--- src/rtl/alu_pipe_pkg.sv ---
// Shared types for alu_pipe: opcode and handshake-state enums, plus the flag bundle
// that exists only when ALU_PIPE_FLAGS_EN is defined.
package alu_pipe_pkg;

    typedef enum logic [2:0] {
        OP_AND = 3'd0,
        OP_OR  = 3'd1,
        OP_XOR = 3'd2,
        OP_NOT = 3'd3,
        OP_ADD = 3'd4,
        OP_SUB = 3'd5,
        OP_SHL = 3'd6,
        OP_SHR = 3'd7
    } op_e;

    typedef enum logic {
        ST_EMPTY = 1'b0,
        ST_FULL  = 1'b1
    } state_e;

`ifdef ALU_PIPE_FLAGS_EN
    typedef struct packed {
        logic z;
        logic c;
        logic v;
    } flags_t;
`endif

endpackage

--- src/rtl/alu_pipe_core.sv ---
// Purely combinational datapath of alu_pipe: one of eight operations on a_i/b_i.
// Condition flags are produced only when ALU_PIPE_FLAGS_EN is defined.
module alu_pipe_core
    import alu_pipe_pkg::*;
#(
    parameter int WIDTH = 8
) (
    input  logic [2:0]       op_i,
    input  logic [WIDTH-1:0] a_i,
    input  logic [WIDTH-1:0] b_i,
`ifdef ALU_PIPE_FLAGS_EN
    output flags_t           flags_o,
`endif
    output logic [WIDTH-1:0] result_o
);

    localparam int SHW = $clog2(WIDTH);

    logic [SHW-1:0] shamt;
    assign shamt = b_i[SHW-1:0];

    // NOTE: every output of a combinational block gets a default first, so no path can infer a latch.
    always_comb begin
        result_o = '0;
        case (op_e'(op_i))
            OP_AND:  result_o = a_i & b_i;
            OP_OR:   result_o = a_i | b_i;
            OP_XOR:  result_o = a_i ^ b_i;
            OP_NOT:  result_o = ~a_i;
            OP_ADD:  result_o = a_i + b_i;
            OP_SUB:  result_o = a_i - b_i;
            OP_SHL:  result_o = a_i << shamt;
            OP_SHR:  result_o = a_i >> shamt;
            default: result_o = '0;
        endcase
    end

`ifdef ALU_PIPE_FLAGS_EN
    // One extra bit on each side captures the carry/borrow and the last bit shifted out.
    logic [WIDTH:0] sum_w, diff_w, shl_w, shr_w;
    assign sum_w  = {1'b0, a_i} + {1'b0, b_i};
    assign diff_w = {1'b0, a_i} - {1'b0, b_i};
    assign shl_w  = {1'b0, a_i} << shamt;
    assign shr_w  = {a_i, 1'b0} >> shamt;

    always_comb begin
        flags_o   = '0;
        flags_o.z = (result_o == '0);
        case (op_e'(op_i))
            OP_ADD: begin
                flags_o.c = sum_w[WIDTH];
                flags_o.v = (a_i[WIDTH-1] == b_i[WIDTH-1]) && (result_o[WIDTH-1] != a_i[WIDTH-1]);
            end
            OP_SUB: begin
                flags_o.c = diff_w[WIDTH];
                flags_o.v = (a_i[WIDTH-1] != b_i[WIDTH-1]) && (result_o[WIDTH-1] != a_i[WIDTH-1]);
            end
            OP_SHL:  flags_o.c = shl_w[WIDTH];
            OP_SHR:  flags_o.c = shr_w[0];
            default: flags_o.c = 1'b0;
        endcase
    end
`endif

endmodule

--- src/rtl/alu_pipe.sv ---
// Single-stage registered ALU with valid/ready handshakes and a chaining accumulator.
// Define ALU_PIPE_FLAGS_EN to add registered z/c/v flag outputs.
module alu_pipe
    import alu_pipe_pkg::*;
#(
    parameter int              WIDTH     = 8,
    parameter logic [WIDTH-1:0] ACC_RESET = '0
) (
    input  logic             clk,
    input  logic             rst_n,
    input  logic             in_valid,
    output logic             in_ready,
    input  logic [2:0]       op,
    input  logic [WIDTH-1:0] a,
    input  logic [WIDTH-1:0] b,
    input  logic             use_acc,
    input  logic             acc_wr,
    output logic             out_valid,
    input  logic             out_ready,
`ifdef ALU_PIPE_FLAGS_EN
    output logic             flag_z,
    output logic             flag_c,
    output logic             flag_v,
`endif
    output logic [WIDTH-1:0] result,
    output logic [WIDTH-1:0] acc
);

    state_e           state_q, state_d;
    logic [WIDTH-1:0] result_q, acc_q, a_eff, result_d;
    logic             accept;

    // A full stage can still accept when the consumer drains it on the same edge.
    assign in_ready = (state_q == ST_EMPTY) | out_ready;
    assign accept   = in_valid & in_ready;
    assign a_eff    = use_acc ? acc_q : a;

`ifdef ALU_PIPE_FLAGS_EN
    flags_t flags_d, flags_q;
`endif

    alu_pipe_core #(.WIDTH(WIDTH)) u_core (
        .op_i     (op),
        .a_i      (a_eff),
        .b_i      (b),
`ifdef ALU_PIPE_FLAGS_EN
        .flags_o  (flags_d),
`endif
        .result_o (result_d)
    );

    always_comb begin
        state_d = state_q;
        case (state_q)
            ST_EMPTY: if (accept) state_d = ST_FULL;
            ST_FULL:  if (out_ready && !accept) state_d = ST_EMPTY;
            default:  state_d = ST_EMPTY;
        endcase
    end

    // NOTE: sequential state uses non-blocking assignments so every register samples pre-edge values.
    always_ff @(posedge clk or negedge rst_n) begin
        if (!rst_n) begin
            state_q  <= ST_EMPTY;
            result_q <= '0;
            acc_q    <= ACC_RESET;
`ifdef ALU_PIPE_FLAGS_EN
            flags_q  <= '0;
`endif
        end else begin
            state_q <= state_d;
            if (accept) begin
                result_q <= result_d;
`ifdef ALU_PIPE_FLAGS_EN
                flags_q  <= flags_d;
`endif
                if (acc_wr) acc_q <= result_d;
            end
        end
    end

    assign out_valid = (state_q == ST_FULL);
    assign result    = result_q;
    assign acc       = acc_q;
`ifdef ALU_PIPE_FLAGS_EN
    assign flag_z = flags_q.z;
    assign flag_c = flags_q.c;
    assign flag_v = flags_q.v;
`endif

endmodule

--- config.mk ---
export PLATFORM = sky130hd
export DESIGN_NAME = alu_pipe
export DESIGN_NICKNAME = d
export VERILOG_FILES = /design/src/rtl/alu_pipe_pkg.sv /design/src/rtl/alu_pipe_core.sv /design/src/rtl/alu_pipe.sv
export SDC_FILE = /design/constraint.sdc
export NUM_CORES = 1
export LEC_CHECK = 0
export CAP_MARGIN = 20
export CORE_UTILIZATION = 39
export CTS_BUF_LIST = sky130_fd_sc_hd__clkbuf_2
export DETAILED_ROUTE_END_ITERATION = 10
export GPL_TIMING_DRIVEN = 1
export PLACE_DENSITY_LB_ADDON = 0.05
export REMOVE_ABC_BUFFERS = 1
export SLEW_MARGIN = 40
export SYNTH_ARGS = -nofsm -noshare
export SYNTH_HDL_FRONTEND = slang
export SYNTH_SLANG_ARGS = --single-unit
export TNS_END_PERCENT = 50
--- constraint.sdc ---
create_clock -name clk -period 7 [get_ports clk]
set_input_delay 1.4 -clock clk [delete_from_list [all_inputs] [get_ports clk]]
set_output_delay 1.4 -clock clk [all_outputs]
set_load 0.05 [all_outputs]
# After elaboration in Yosys (flattened, before gate mapping)
# Cells that the tools add are included.
dict set report classes {
  addsub 2
  n_mul 0
  div_mod_pow 0
  magnitude_cmp 0
  eq_ne 7
  shift 2
  muxes 5
  bitwise 7
  n_reduce_logical 4
}
# operator count
set ops {}
lappend ops {{$pmux 8 s8} 1}
lappend ops {{$eq 3x3->1 const B} 4}
lappend ops {{$add 8x8->8} 1}
lappend ops {{$and 8x8->8} 1}
lappend ops {{$mux 8} 1}
lappend ops {{$not 8->8} 1}
lappend ops {{$or 8x8->8} 1}
lappend ops {{$shl 8x3->8} 1}
lappend ops {{$shr 8x3->8} 1}
lappend ops {{$sub 8x8->8} 1}
lappend ops {{$xor 8x8->8} 1}
lappend ops {{$eq 3x2->1 const B} 2}
lappend ops {{$eq 3x1->1 const B} 1}
lappend ops {{$logic_not 3->1} 1}
lappend ops {{$mux 1} 2}
lappend ops {{$pmux 1 s2} 1}
lappend ops {{$reduce_and 2->1} 1}
lappend ops {{$and 1x1->1} 1}
lappend ops {{$logic_and 1x1->1} 1}
lappend ops {{$logic_not 1->1} 1}
lappend ops {{$not 1->1} 1}
lappend ops {{$or 1x1->1} 1}
dict set report word_totals {
  regBits 17
  latch_bits 0
  mem_bits_rw 0
  rom_bits 0
  inputBits 25
  out_inout_bits 18
  elab_cells 30
  memories 0
}

# Longest topological paths before layout
dict set report depth {
  ltp_word 7
  depth_mapped 12
  depth_no_buf 11
}

# By module
# A second synthesis with hierarchy kept.
dict set report unflattened {
  hier_cells 259
  area_unflattened_um2 2388.5
}
# mod instances cells_per_inst area_per_inst_um2 seq_area_each_um2
set modules_own_cells {}
lappend modules_own_cells {alu_pipe_core 1 212 1607.8 0.0}
lappend modules_own_cells {alu_pipe 1 47 780.7 425.4}

# Worst setup path before layout
# OpenSTA, ideal clock, no wires.
dict set report synth_path {
  path_type {input port to flip-flop}
  from {input op[1]}
  to {register acc_q[6] (netlist: acc[6])}
  setup_time_ps 96
  arrival_time_ps 3576
  t_required_ps 6904
  setup_slack_ps 3328
  stages 11
  path_buffers 2
  cell_sequence {buf_4 and3b_1 buf_6 mux2_2 fa_1 nand2b_1 o2bb2ai_1 o21bai_1 mux2i_1 a221oi_2 o31ai_1}
}
dict set report synth_via {
  elab_chain_cells 2
  elab_cells_between_ends 9
  classes_between {7 x eq/ne; 1 x mux; 1 x reduce/logical}
}
# element line
set synth_rtl {}
lappend synth_rtl {{start: declaration} alu_pipe.sv:13} ;# input logic [2:0] op,
lappend synth_rtl {{$eq 3x3->1 (tied with other cells)} alu_pipe_core.sv:25} ;# case (op_e'(op_i))
lappend synth_rtl {{$pmux 8 s8 *} alu_pipe_core.sv:25}
lappend synth_rtl {{end signal: assignment} alu_pipe.sv:77} ;# if (acc_wr) acc_q <= result_d;
lappend synth_rtl {{end: declaration} alu_pipe.sv:30} ;# logic [WIDTH-1:0] result_q, acc_q, a_eff, result_d;
# Mark *: on every way between the ends. The rest lies on a longest branch, timed or not.
# A chain may end at the register's enable or synchronous reset.

# Final worst setup path
dict set report layout_path {
  from {input b[0]}
  to {register result_q[6] (netlist: result[6])}
}
dict set report layout_via {
  elab_chain_cells 2
  elab_cells_between_ends 5
  classes_between {2 x add/sub; 2 x shift; 1 x mux}
}
# element line
set layout_rtl {}
lappend layout_rtl {{start: declaration} alu_pipe.sv:15} ;# input logic [WIDTH-1:0] b,
lappend layout_rtl {{$sub 8x8->8 (tied with other cells)} alu_pipe_core.sv:31} ;# OP_SUB: result_o = a_i - b_i;
lappend layout_rtl {{$pmux 8 s8 *} alu_pipe_core.sv:25}
lappend layout_rtl {{end signal: assignment} alu_pipe.sv:73} ;# result_q <= result_d;
lappend layout_rtl {{end: declaration} alu_pipe.sv:30}
# Marked as above.

==> run_results.csv <==
group,metric,value,unit
cts,clkSinkCount,17,
die,ioPinCount,43,
critical_path,cp-start-kind,"input pin",
logic_synthesis,synth_cell_types,61,
global_routing,grt_max_degree,29,
critical_path,worstPathRequired,7180,ps
cts,cts_hold_buf,0,
placement,dp_hpwl,5840,um
route,wl_met1,3550,um
timing,slew-limit-headroom,46.2,%
timing,tightest_slew,796,ps
timing,post-route-period-util,62.1,%
logic_synthesis,synthesis.instances,291,
critical_path,path_delay_family,"compound AO/OA/AOI/OAI gates",
route,ant_nets,0,
cts,cts_buffers,3,
critical_path,crit_fanout,24,
power_and_ir_drop,p_clk_share,7.8,%
logic_synthesis,yosys_warnings,0,
cts,clock_latency,300,ps
critical_path,timing.rr.end,"result[6]",
critical_path,cpMostUsedCell,"ha_1",
die,initial_core_util,40.6,%
timing,fin_setup_tns,0,ps
logic_synthesis,ys_seq_area_share,16.3,%
route,wire_per_inst,18.6,um
timing,fmax,230,MHz
power_and_ir_drop,seqPwrFrac,25.6,%
placement,numPortBuffers,42,
route,drc_errors,11,
critical_path,cp-end-kind,"flip-flop",
route,via_count,2396,
cts,cts_root_buf,"clkbuf_2",
outcome,violations,"design-rule violations",
timing,grt_setup_unrepaired,"false",
global_routing,grt_pass1_wl,12000,um
critical_path,path_class,"in -> reg",
route,met3_length,358,um
critical_path,arrival,4530,ps
route,drt_iter0_markers,176,
run,drv_cap,0,
hold_path,min_path_type,"reg -> reg",
timing,finalHoldViolCount,0,
logic_synthesis,synth_top_area_share,16.3,%
critical_path,r2r_start,"acc[0]",
finish,multi_input_area,1960,um2
logic_synthesis,yosys.area.top_type,"dfrtp_1",
finish,antennaDiodeCount,0,
die,core_region_area,6420,um2
die,die_width,83.8,um
power_and_ir_drop,combPwrFrac,66.5,%
cts,cts_max_level,1,
critical_path,worstSetupStartpoint,"b[0]",
logic_synthesis,synth-async-reset-ratio,100,%
timing,setup_viol,0,
cts,cts_tree,"built",
global_routing,grt_overflow,0,
global_routing,grt_pass1_vias,2233,
global_routing,antenna_found_initial,0,
power_and_ir_drop,powerDensity,189,nW/um2
power_and_ir_drop,p_switching,285,uW
placement,globalplace.congestion,0.904,
critical_path,crit_buf_inv,3,
power_and_ir_drop,ir_worst_vdd,149,uV
route,wl,7440,um
logic_synthesis,ys_seq_elements,17,
power_and_ir_drop,swShare,49.6,%
power_and_ir_drop,power_leakage,0.00128,uW
cts,cts_resized,0,
logic_synthesis,syn_area,2610,um2
route,dr.max_layer_used,"met4",
logic_synthesis,synth_edf_count,0,
timing,fin_worst_skew,3.11,ps
finish,seq_area,425,um2
cts,cts_buffer_depth,2,
critical_path,cp-endpoint,"result[6]",
critical_path,cp.depth,13,
cts,cts_setup_buffers,0,
critical_path,r2r_cells,10,
logic_synthesis,synth.top_cells.by_area,"dfrtp_1 (16%), mux4_2 (14%), ha_1 (12%)",
power_and_ir_drop,intPower,290,uW
critical_path,slowest_stage,"clkdlybuf4s50_1",
finish,nNetsFinal,375,
finish,layout-drive-gt1-share,13.6,%
die,die_h,83.8,um
critical_path,crit_chain,"clkdlybuf4s50_1 > buf_4 > inv_1 > ha_1 > a21oi_1 > xnor2_1 > ha_1 > nand2b_1 > o21ai_0 > a2111oi_1 > o211ai_1 > a221oi_2 > o31ai_1",
outcome,status,"complete, but fails checks",
finish,fillers,640,
route,first_pass_iters,8,
logic_synthesis,synth_flop_cell,"dfrtp_1",
cts,cts.reportedPaths.clkPinSlew,150,ps
die,dieArea,7020,um2
global_routing,grt_usage,21.7,%
logic_synthesis,syn_area_per_cell,8.97,um2
power_and_ir_drop,totalPowerFinal,576,uW
timing,timing.final.crit_period,4350,ps
route,routed_via_density,5.99,
die,rows,29,
finish,area_growth,16.8,%
critical_path,r2r_slack,4440,ps
route,met2_length,3440,um
timing,slew_violations,0,
critical_path,slowest_delay,450,ps
## cells in the mapped netlist (all sizes together), types with 2 or more instances
| library cell | instances |
|---|---|
| nand3 | 5 |
| a21oi | 8 |
| nor2 | 21 |
| nor3b | 2 |
| o2bb2ai | 2 |
| mux4 | 16 |
| inv | 23 |
| o32ai | 2 |
| mux2i | 11 |
| dfrtp | 17 |
| ha | 25 |
| o21ai | 13 |
| clkbuf | 2 |
| nand2b | 9 |
| and3 | 4 |
| o22ai | 3 |
| xnor2 | 9 |
| or2b | 2 |
| nor2b | 4 |
| a221oi | 2 |
| o211ai | 4 |
| nand4 | 2 |
| a31oi | 6 |
| nor3 | 4 |
| o31ai | 14 |
| a22oi | 4 |
| buf | 18 |
| a211oi | 6 |
| or3 | 3 |
| nor4 | 2 |
| mux2 | 5 |
| nand2 | 27 |
## state kept, by name (all words and copies together) (netlist names)
name,cells
result,8
acc,8
out_valid,1
## through the flow
step	util [%]	worst slack, ps	hold WS [ps]	instances	instance area, um2
CTS	47.5	2690	503	400	3050
detailed placement	47.2	2350	471	396	3030
finish	47.5	2650	499	400	3050
floorplan	-	3440	758	271	2470
global placement	47.2	2160	469	396	3030
global route	47.5	2460	523	400	3050
## layout by cell type (no fill, tap or decap), drive strengths merged, types with 9 or more instances in the layout
| cell | n |
|---|---|
| dfrtp | 17 |
| o31ai | 14 |
| xnor2 | 9 |
| clkdlybuf4s50 | 40 |
| mux2i | 11 |
| nand2 | 27 |
| mux4 | 16 |
| nand2b | 9 |
| ha | 25 |
| inv | 23 |
| nor2 | 21 |
| o21ai | 13 |
## routing by layer
layer  vias to the layer above  track usage (%)
li1                       1149                -
met1                      1153             31.8
met2                        86             34.6
met3                         8             3.17
met4                         0             3.29
met5                         -                0
## cell families (layout without fill, tap and decap cells)
logic type,after synthesis,count (layout),synth area share (%)
and+or+nand+nor,89,89,17.0
xor gates and xnor gates,10,10,3.36
AOI/OAI and AO/OA,74,74,21.0
muxes,32,32,20.9
buffers and inverters,43,75,8.68
DFF,17,17,16.3
adders and majority gates,26,26,12.8
## tightest hold or removal path, cell delays in order, from the launching register on
cell     delay, ps
dfrtp_1        370
nand2_1         50
o31ai_1         50
## how the worst min path moves through the flow
stage / depth (start not counted) / slack, ps / from / end
2_1_floorplan: 2 / 760 / result[1] / result[1]
6_report: 2 / 500 / result[0] / result[0]
3_5_place_dp: 2 / 470 / result[0] / result[0]
5_1_grt: 2 / 520 / result[0] / result[0]
3_3_place_gp: 2 / 470 / result[5] / result[5]
4_1_cts: 2 / 500 / result[0] / result[0]
## final cells by class
class | count | area share (%)
well taps | 77 | 3.16
multi-input cells | 231 | 64.4
repair buffers | 48 | 14.9
flip-flops and latches | 17 | 14.0
clock buffers | 4 | 0.657
inverters | 23 | 2.83
## power by group through the flow
stage / combinational (uW) / sequential, uW / clock (uW)
2_1_floorplan: 180 / 218 / 0
3_3_place_gp: 382 / 150 / 0
3_5_place_dp: 382 / 150 / 0
4_1_cts: 384 / 148 / 47.4
5_1_grt: 412 / 153 / 52.2
6_report: 383 / 148 / 45.2
Note: power is estimated with default switching activity, not from simulation.
